<file path="src/rtl/mem_port_arbiter.sv">
// mem_port_arbiter
//
// Shares a single read port of the encrypted-image ROM between the display
// fetcher and the decrypter. Once the decrypter reports completion, the ROM
// contents are streamed out word by word through a copy-back write port,
// after which only the display keeps access to the ROM.
//
// Optional feature macro: ARB_STARVE_GUARD_EN
//   defined     -> after MAX_WAIT contended denials the decrypter is granted once
//   not defined -> display always wins contention
//
// Ports:
//   clk, rst             single clock, asynchronous active-high reset
//   disp_req, disp_addr  display fetch request and read address
//   dec_req, dec_addr    decrypter fetch request and read address
//   dec_done             decrypter finished (level), starts copy-back
//   mem_addr             registered ROM address
//   mem_dout             ROM data, valid the cycle after mem_addr
//   dec_gnt              decrypter address accepted (high the cycle after the grant edge)
//   disp_valid           rd_data belongs to the display this cycle
//   dec_valid            rd_data belongs to the decrypter this cycle
//   rd_data              combinational copy of mem_dout
//   cp_we, cp_addr       copy-back write enable and write address
//   cp_data              copy-back write data (= mem_dout)
//   cp_busy, cp_done     copy-back in progress / complete (sticky until reset)

module mem_port_arbiter #(
    parameter int ADDR_W   = 15,
    parameter int DEPTH    = 32768,
    parameter int MAX_WAIT = 8
) (
    input  logic              clk,
    input  logic              rst,
    input  logic              disp_req,
    input  logic [ADDR_W-1:0] disp_addr,
    input  logic              dec_req,
    input  logic [ADDR_W-1:0] dec_addr,
    input  logic              dec_done,
    output logic [ADDR_W-1:0] mem_addr,
    input  logic [7:0]        mem_dout,
    output logic              dec_gnt,
    output logic              disp_valid,
    output logic              dec_valid,
    output logic [7:0]        rd_data,
    output logic              cp_we,
    output logic [ADDR_W-1:0] cp_addr,
    output logic [7:0]        cp_data,
    output logic              cp_busy,
    output logic              cp_done
);

    typedef enum logic [1:0] {ARB, COPY, FLUSH, DONE} state_e;

    // One extra bit so that DEPTH = 2^ADDR_W is reachable without wrapping.
    localparam logic [ADDR_W:0] DEPTH_CNT = (ADDR_W+1)'(DEPTH);

    state_e          state;
    state_e          next_state;
    logic [ADDR_W:0] cp_cnt;
    logic            disp_pend;
    logic            grant_disp;
    logic            grant_dec;
    logic            start_copy;
    logic            copy_issue;
    logic            force_dec;

`ifdef ARB_STARVE_GUARD_EN
    logic [7:0] starve_cnt;

    assign force_dec = (starve_cnt == 8'(MAX_WAIT));

    // Counts contended ARB cycles since the decrypter was last granted.
    // It cannot pass MAX_WAIT because reaching it forces a decrypter grant.
    always_ff @(posedge clk or posedge rst) begin
        if (rst) begin
            starve_cnt <= '0;
        end else if (grant_dec) begin
            starve_cnt <= '0;
        end else if (state == ARB && !dec_done && disp_req && dec_req) begin
            starve_cnt <= starve_cnt + 8'd1;
        end
    end
`else
    assign force_dec = 1'b0;
`endif

    // ROM data goes straight through to both consumers.
    assign rd_data = mem_dout;
    assign cp_data = mem_dout;

    // State register.
    always_ff @(posedge clk or posedge rst) begin
        if (rst) begin
            state <= ARB;
        end else begin
            state <= next_state;
        end
    end

    // Next-state logic. DONE only leaves through reset.
    always_comb begin
        next_state = state;
        case (state)
            ARB:     if (dec_done) next_state = COPY;
            COPY:    if (cp_cnt == DEPTH_CNT) next_state = FLUSH;
            FLUSH:   next_state = DONE;
            DONE:    next_state = DONE;
            default: next_state = ARB;
        endcase
    end

    // Output / control decode. dec_done in ARB takes precedence over both
    // requesters so the copy starts without issuing a grant on that edge.
    always_comb begin
        grant_disp = 1'b0;
        grant_dec  = 1'b0;
        start_copy = 1'b0;
        copy_issue = 1'b0;
        cp_busy    = 1'b0;
        cp_done    = 1'b0;
        case (state)
            ARB: begin
                if (dec_done) begin
                    start_copy = 1'b1;
                end else if (dec_req && (!disp_req || force_dec)) begin
                    grant_dec = 1'b1;
                end else if (disp_req) begin
                    grant_disp = 1'b1;
                end
            end
            COPY: begin
                cp_busy    = 1'b1;
                copy_issue = (cp_cnt != DEPTH_CNT);
            end
            FLUSH: begin
                cp_busy = 1'b1;
            end
            DONE: begin
                cp_done    = 1'b1;
                grant_disp = disp_req;
            end
            default: begin
                cp_busy = 1'b0;
            end
        endcase
    end

    // Datapath. Address 0 is issued on the edge that enters COPY, so the
    // first COPY cycle carries no write; every COPY edge then writes the
    // address issued one cycle before, whose data is on mem_dout next cycle.
    // Valids trail the grant by two edges to match the ROM read latency.
    always_ff @(posedge clk or posedge rst) begin
        if (rst) begin
            mem_addr   <= '0;
            dec_gnt    <= 1'b0;
            disp_pend  <= 1'b0;
            disp_valid <= 1'b0;
            dec_valid  <= 1'b0;
            cp_we      <= 1'b0;
            cp_addr    <= '0;
            cp_cnt     <= '0;
        end else begin
            disp_pend  <= grant_disp;
            dec_gnt    <= grant_dec;
            disp_valid <= disp_pend;
            dec_valid  <= dec_gnt;
            cp_we      <= (state == COPY);
            if (state == COPY) begin
                cp_addr <= mem_addr;
            end
            if (grant_disp) begin
                mem_addr <= disp_addr;
            end else if (grant_dec) begin
                mem_addr <= dec_addr;
            end else if (start_copy) begin
                mem_addr <= '0;
                cp_cnt   <= (ADDR_W+1)'(1);
            end else if (copy_issue) begin
                mem_addr <= cp_cnt[ADDR_W-1:0];
                cp_cnt   <= cp_cnt + 1'b1;
            end
        end
    end

endmodule

</file>
<file path="config.mk">
export PLATFORM = sky130hd
export DESIGN_NAME = mem_port_arbiter
export DESIGN_NICKNAME = d
export VERILOG_FILES = /design/src/rtl/mem_port_arbiter.sv
export SDC_FILE = /design/constraint.sdc
export NUM_CORES = 1
export LEC_CHECK = 0
export CELL_PAD_IN_SITES_DETAIL_PLACEMENT = 1
export CELL_PAD_IN_SITES_GLOBAL_PLACEMENT = 1
export CORE_MARGIN = 5
export CORE_UTILIZATION = 31
export DETAILED_ROUTE_END_ITERATION = 6
export PLACE_DENSITY = 0.71
export SYNTH_ARGS = -nofsm -noshare
export SYNTH_HDL_FRONTEND = slang
export SYNTH_SLANG_ARGS = --single-unit
</file>
<file path="constraint.sdc">
create_clock -name clk -period 1.8 [get_ports clk]
set_input_delay 0.18 -clock clk [delete_from_list [all_inputs] [get_ports clk]]
set_output_delay 0.18 -clock clk [all_outputs]
set_load 0.005 [all_outputs]
</file>
==> results.sh <==
export IMPL_ioPinCount=95
export IMPL_finalPower_w=0.00236
export IMPL_yosys_register_bits=53
export IMPL_finalClockSkew_ps=7.32
export IMPL_layout_common_cells="clkdlybuf4s50_1 (69), dfrtp_1 (53), buf_4 (33), nand2_1 (28), a31oi_1 (21)"
export IMPL_clock_latency_ps=300
export IMPL_synth_fa_ha_area_frac=0.0257
export IMPL_port_buffers=70
export IMPL_hp_class="primary input to asynchronous set/reset pin"
export IMPL_synth_compound_area_frac=0.132
export IMPL_die_w_um=107
export IMPL_overflow=0
export IMPL_synthesis_area_mm2=0.00293
export IMPL_ir_drop_uv=352
export IMPL_clock_sinks=53
export IMPL_synth_top_family_by_area="simple AND/OR/NAND/NOR gates"
export IMPL_postRouteWirelength_um=8560
export IMPL_start_kind="flop"
export IMPL_path_max_fanout=8
export IMPL_cts_max_level=2
export IMPL_grt_pass1_wl_um=13800
export IMPL_powerDensity_mw_per_mm2=566
export IMPL_via_per_inst=4.97
export IMPL_vias=2498
export IMPL_setup_viol=0
export IMPL_end_kind="flop"
export IMPL_final_cell_area_mm2=0.00417
export IMPL_drtIter0Drc=182
export IMPL_p_leak_nw=1.78
export IMPL_timing_critical_path_cells="inv_2, ha_4, nand2b_4, o21a_4, buf_12, nand2_8, mux2_4"
export IMPL_synth_edf_count=0
export IMPL_rsz0062_at_grt="yes"
export IMPL_grt_usage=0.149
export IMPL_arrival_ps=1990
export IMPL_async_flop_share=1.00
export IMPL_cpMaxStageDelayCell="dfrtp_1"
export IMPL_fp_dieArea_mm2=0.0115
export IMPL_critical_path_max_stage_delay_ps=420
export IMPL_synth_simple_area_share=0.180
export IMPL_crit_type="flop to flop"
export IMPL_gp_congestion=0.797
export IMPL_drtPass1Iterations=4
export IMPL_core_region_area_mm2=0.00924
export IMPL_critPathTopFamily="flip-flops"
export IMPL_synth_mux_area_frac=0.132
export IMPL_drc=0
export IMPL_ys_warn_count=0
export IMPL_cap_violations=0
export IMPL_die_h_um=107
export IMPL_drive_above_1_share=0.273
export IMPL_root_buffer="clkbuf_8"
export IMPL_yosysSeqAreaShare=0.453
export IMPL_cts_tree="built"
export IMPL_synth_area_per_cell_um2=10.2
export IMPL_hold_violations=0
export IMPL_status="complete, no violations"
export IMPL_finalMaxSlewViolations=0
export IMPL_synthXorXnorAreaFrac=0
export IMPL_start_util=0.317
export IMPL_fmax_mhz=557
export IMPL_worst_pin_slew_ps=302
export IMPL_yosysUniqueCellTypes=41
export IMPL_area_delta_synth_final_pct=42.6
export IMPL_fillers=1036
export IMPL_wl_per_cell_um=17.0
export IMPL_hpwl_um=6500
export IMPL_crit_buf_inv=2
export IMPL_clkTransAtPathRegs_ps=100
export IMPL_yosys_most_used_dff="dfrtp_1"
export IMPL_synth_net_count=335
export IMPL_cts_hold_buf=0
export IMPL_num_rows=35
export IMPL_placed_area_mm2=0.00395
export IMPL_fin_crit_sh=0.998
export IMPL_diodes=0
export IMPL_critPathRequiredTime_ps=2000
export IMPL_clockBufferDepth=2
export IMPL_ant_nets=0
export IMPL_syn_inst=286
export IMPL_final_common_cell="clkdlybuf4s50_1"
export IMPL_fin_crit_ps=1800
export IMPL_antenna_found_initial=0
export IMPL_cts_made_buffers=5
export IMPL_grt_max_degree=54
export IMPL_grt_pass1_vias=2588
export IMPL_nNetsFinal=422
export IMPL_slew_headroom=0.798
synth_stat cells (2+ instances only):
| cell type | count | area share |
|---|---|---|
| buf_4 | 16 | 0.041 |
| o21ai_1 | 2 | 0.0034 |
| ha_1 | 6 | 0.026 |
| mux2_4 | 10 | 0.051 |
| o21ai_0 | 19 | 0.033 |
| o311ai_0 | 2 | 0.0060 |
| nand2b_1 | 2 | 0.0043 |
| nor2_1 | 19 | 0.024 |
| clkbuf_1 | 10 | 0.013 |
| nor2b_1 | 3 | 0.0064 |
| mux2_1 | 2 | 0.0077 |
| nor4_4 | 2 | 0.015 |
| a31oi_1 | 21 | 0.045 |
| buf_6 | 3 | 0.012 |
| nand2_1 | 29 | 0.037 |
| mux2_2 | 18 | 0.069 |
| dfrtp_1 | 53 | 0.45 |
| a21oi_1 | 7 | 0.012 |
| and3_1 | 2 | 0.0043 |
| inv_1 | 8 | 0.010 |
| nand2_4 | 2 | 0.0077 |
| nand4_1 | 6 | 0.013 |
| nand3_1 | 20 | 0.034 |
| o31ai_1 | 6 | 0.015 |
| and4_1 | 2 | 0.0060 |
area by class of cell:
class | instances | area (µm²) | share of cell area
clock buffer | 6 | 72.6 | 0.0174
clock inverter | 2 | 15.0 | 0.00360
inverter | 8 | 30.0 | 0.00720
multi-input combinational | 196 | 1500 | 0.360
sequential | 53 | 1330 | 0.318
tap | 129 | 161 | 0.0387
timing repair buffer | 109 | 1060 | 0.255
through the flow:
stage | utilization | setup WS [ps] | TNS (ps) | cells | hold slack [ps]
5_1_grt | 0.451 | -47.8 | -506 | 503 | 277
2_1_floorplan | - | -11.7 | -11.7 | 286 | 331
4_1_cts | 0.438 | -19.5 | -19.5 | 501 | 260
3_3_place_gp | 0.427 | -10.4 | -30.1 | 493 | 332
6_report | 0.451 | 3.39 | 0 | 503 | 234
3_5_place_dp | 0.427 | -93.4 | -1070 | 493 | 336
registers in the layout (all words and copies together) (netlist names):
| name | flops |
|---|---|
| disp_pend | 1 |
| dec_gnt | 1 |
| cp_addr | 15 |
| cp_we | 1 |
| disp_valid | 1 |
| dec_valid | 1 |
| cp_cnt | 16 |
| state | 2 |
| mem_addr | 15 |
kinds of logic after synthesis:
logic type / Yosys count
DFF: 53
buffers and inverters: 38
muxes: 31
and+or+nand+nor: 95
adders and majority gates: 6
AOI/OAI and AO/OA: 63
worst min-delay path, cell delays in order:
cell and delay [ps]:
clkdlybuf4s50_1 420, inv_2 70, buf_12 270
layer usage:
layer / vias up / share of wire / wire length [µm] / GRT usage
met2: 71 / 0.48 / 4130 / 0.254
met4: 0 / 0.0029 / 25 / 0.0283
met5: - / 0 / 0 / 0
met1: 1231 / 0.46 / 3940 / 0.200
met3: 2 / 0.054 / 464 / 0.0229
li1: 1194 / - / - / -
final timing paths:
check,from,end,slack (ps),cells past startpoint
hold / removal,rst,dec_valid$_DFF_PP0_,230,3
setup / recovery,state[1]$_DFFE_PP0P_,mem_addr[7]$_DFFE_PP0P_,3,7
max in group asynchronous,rst,mem_addr[6]$_DFFE_PP0P_,1300,3
hold reg to reg,disp_pend$_DFF_PP0_,disp_valid$_DFF_PP0_,360,0
setup reg to reg,state[1]$_DFFE_PP0P_,mem_addr[7]$_DFFE_PP0P_,3,7
min in group clk,mem_dout[4],cp_data[4],360,0
where the power goes:
part	internal, W	switching [W]
clock	0.000275	0.000409
sequential	0.00124	0.0000415
combinational	0.000250	0.000148
timing repair:
action                     CTS  global route
gates cloned                 0             1
setup endpoints to repair   17            31
gates resized for setup      3            28
pin swaps                    1             3
setup buffers                0             1
Power figures use the tool's default switching activity.
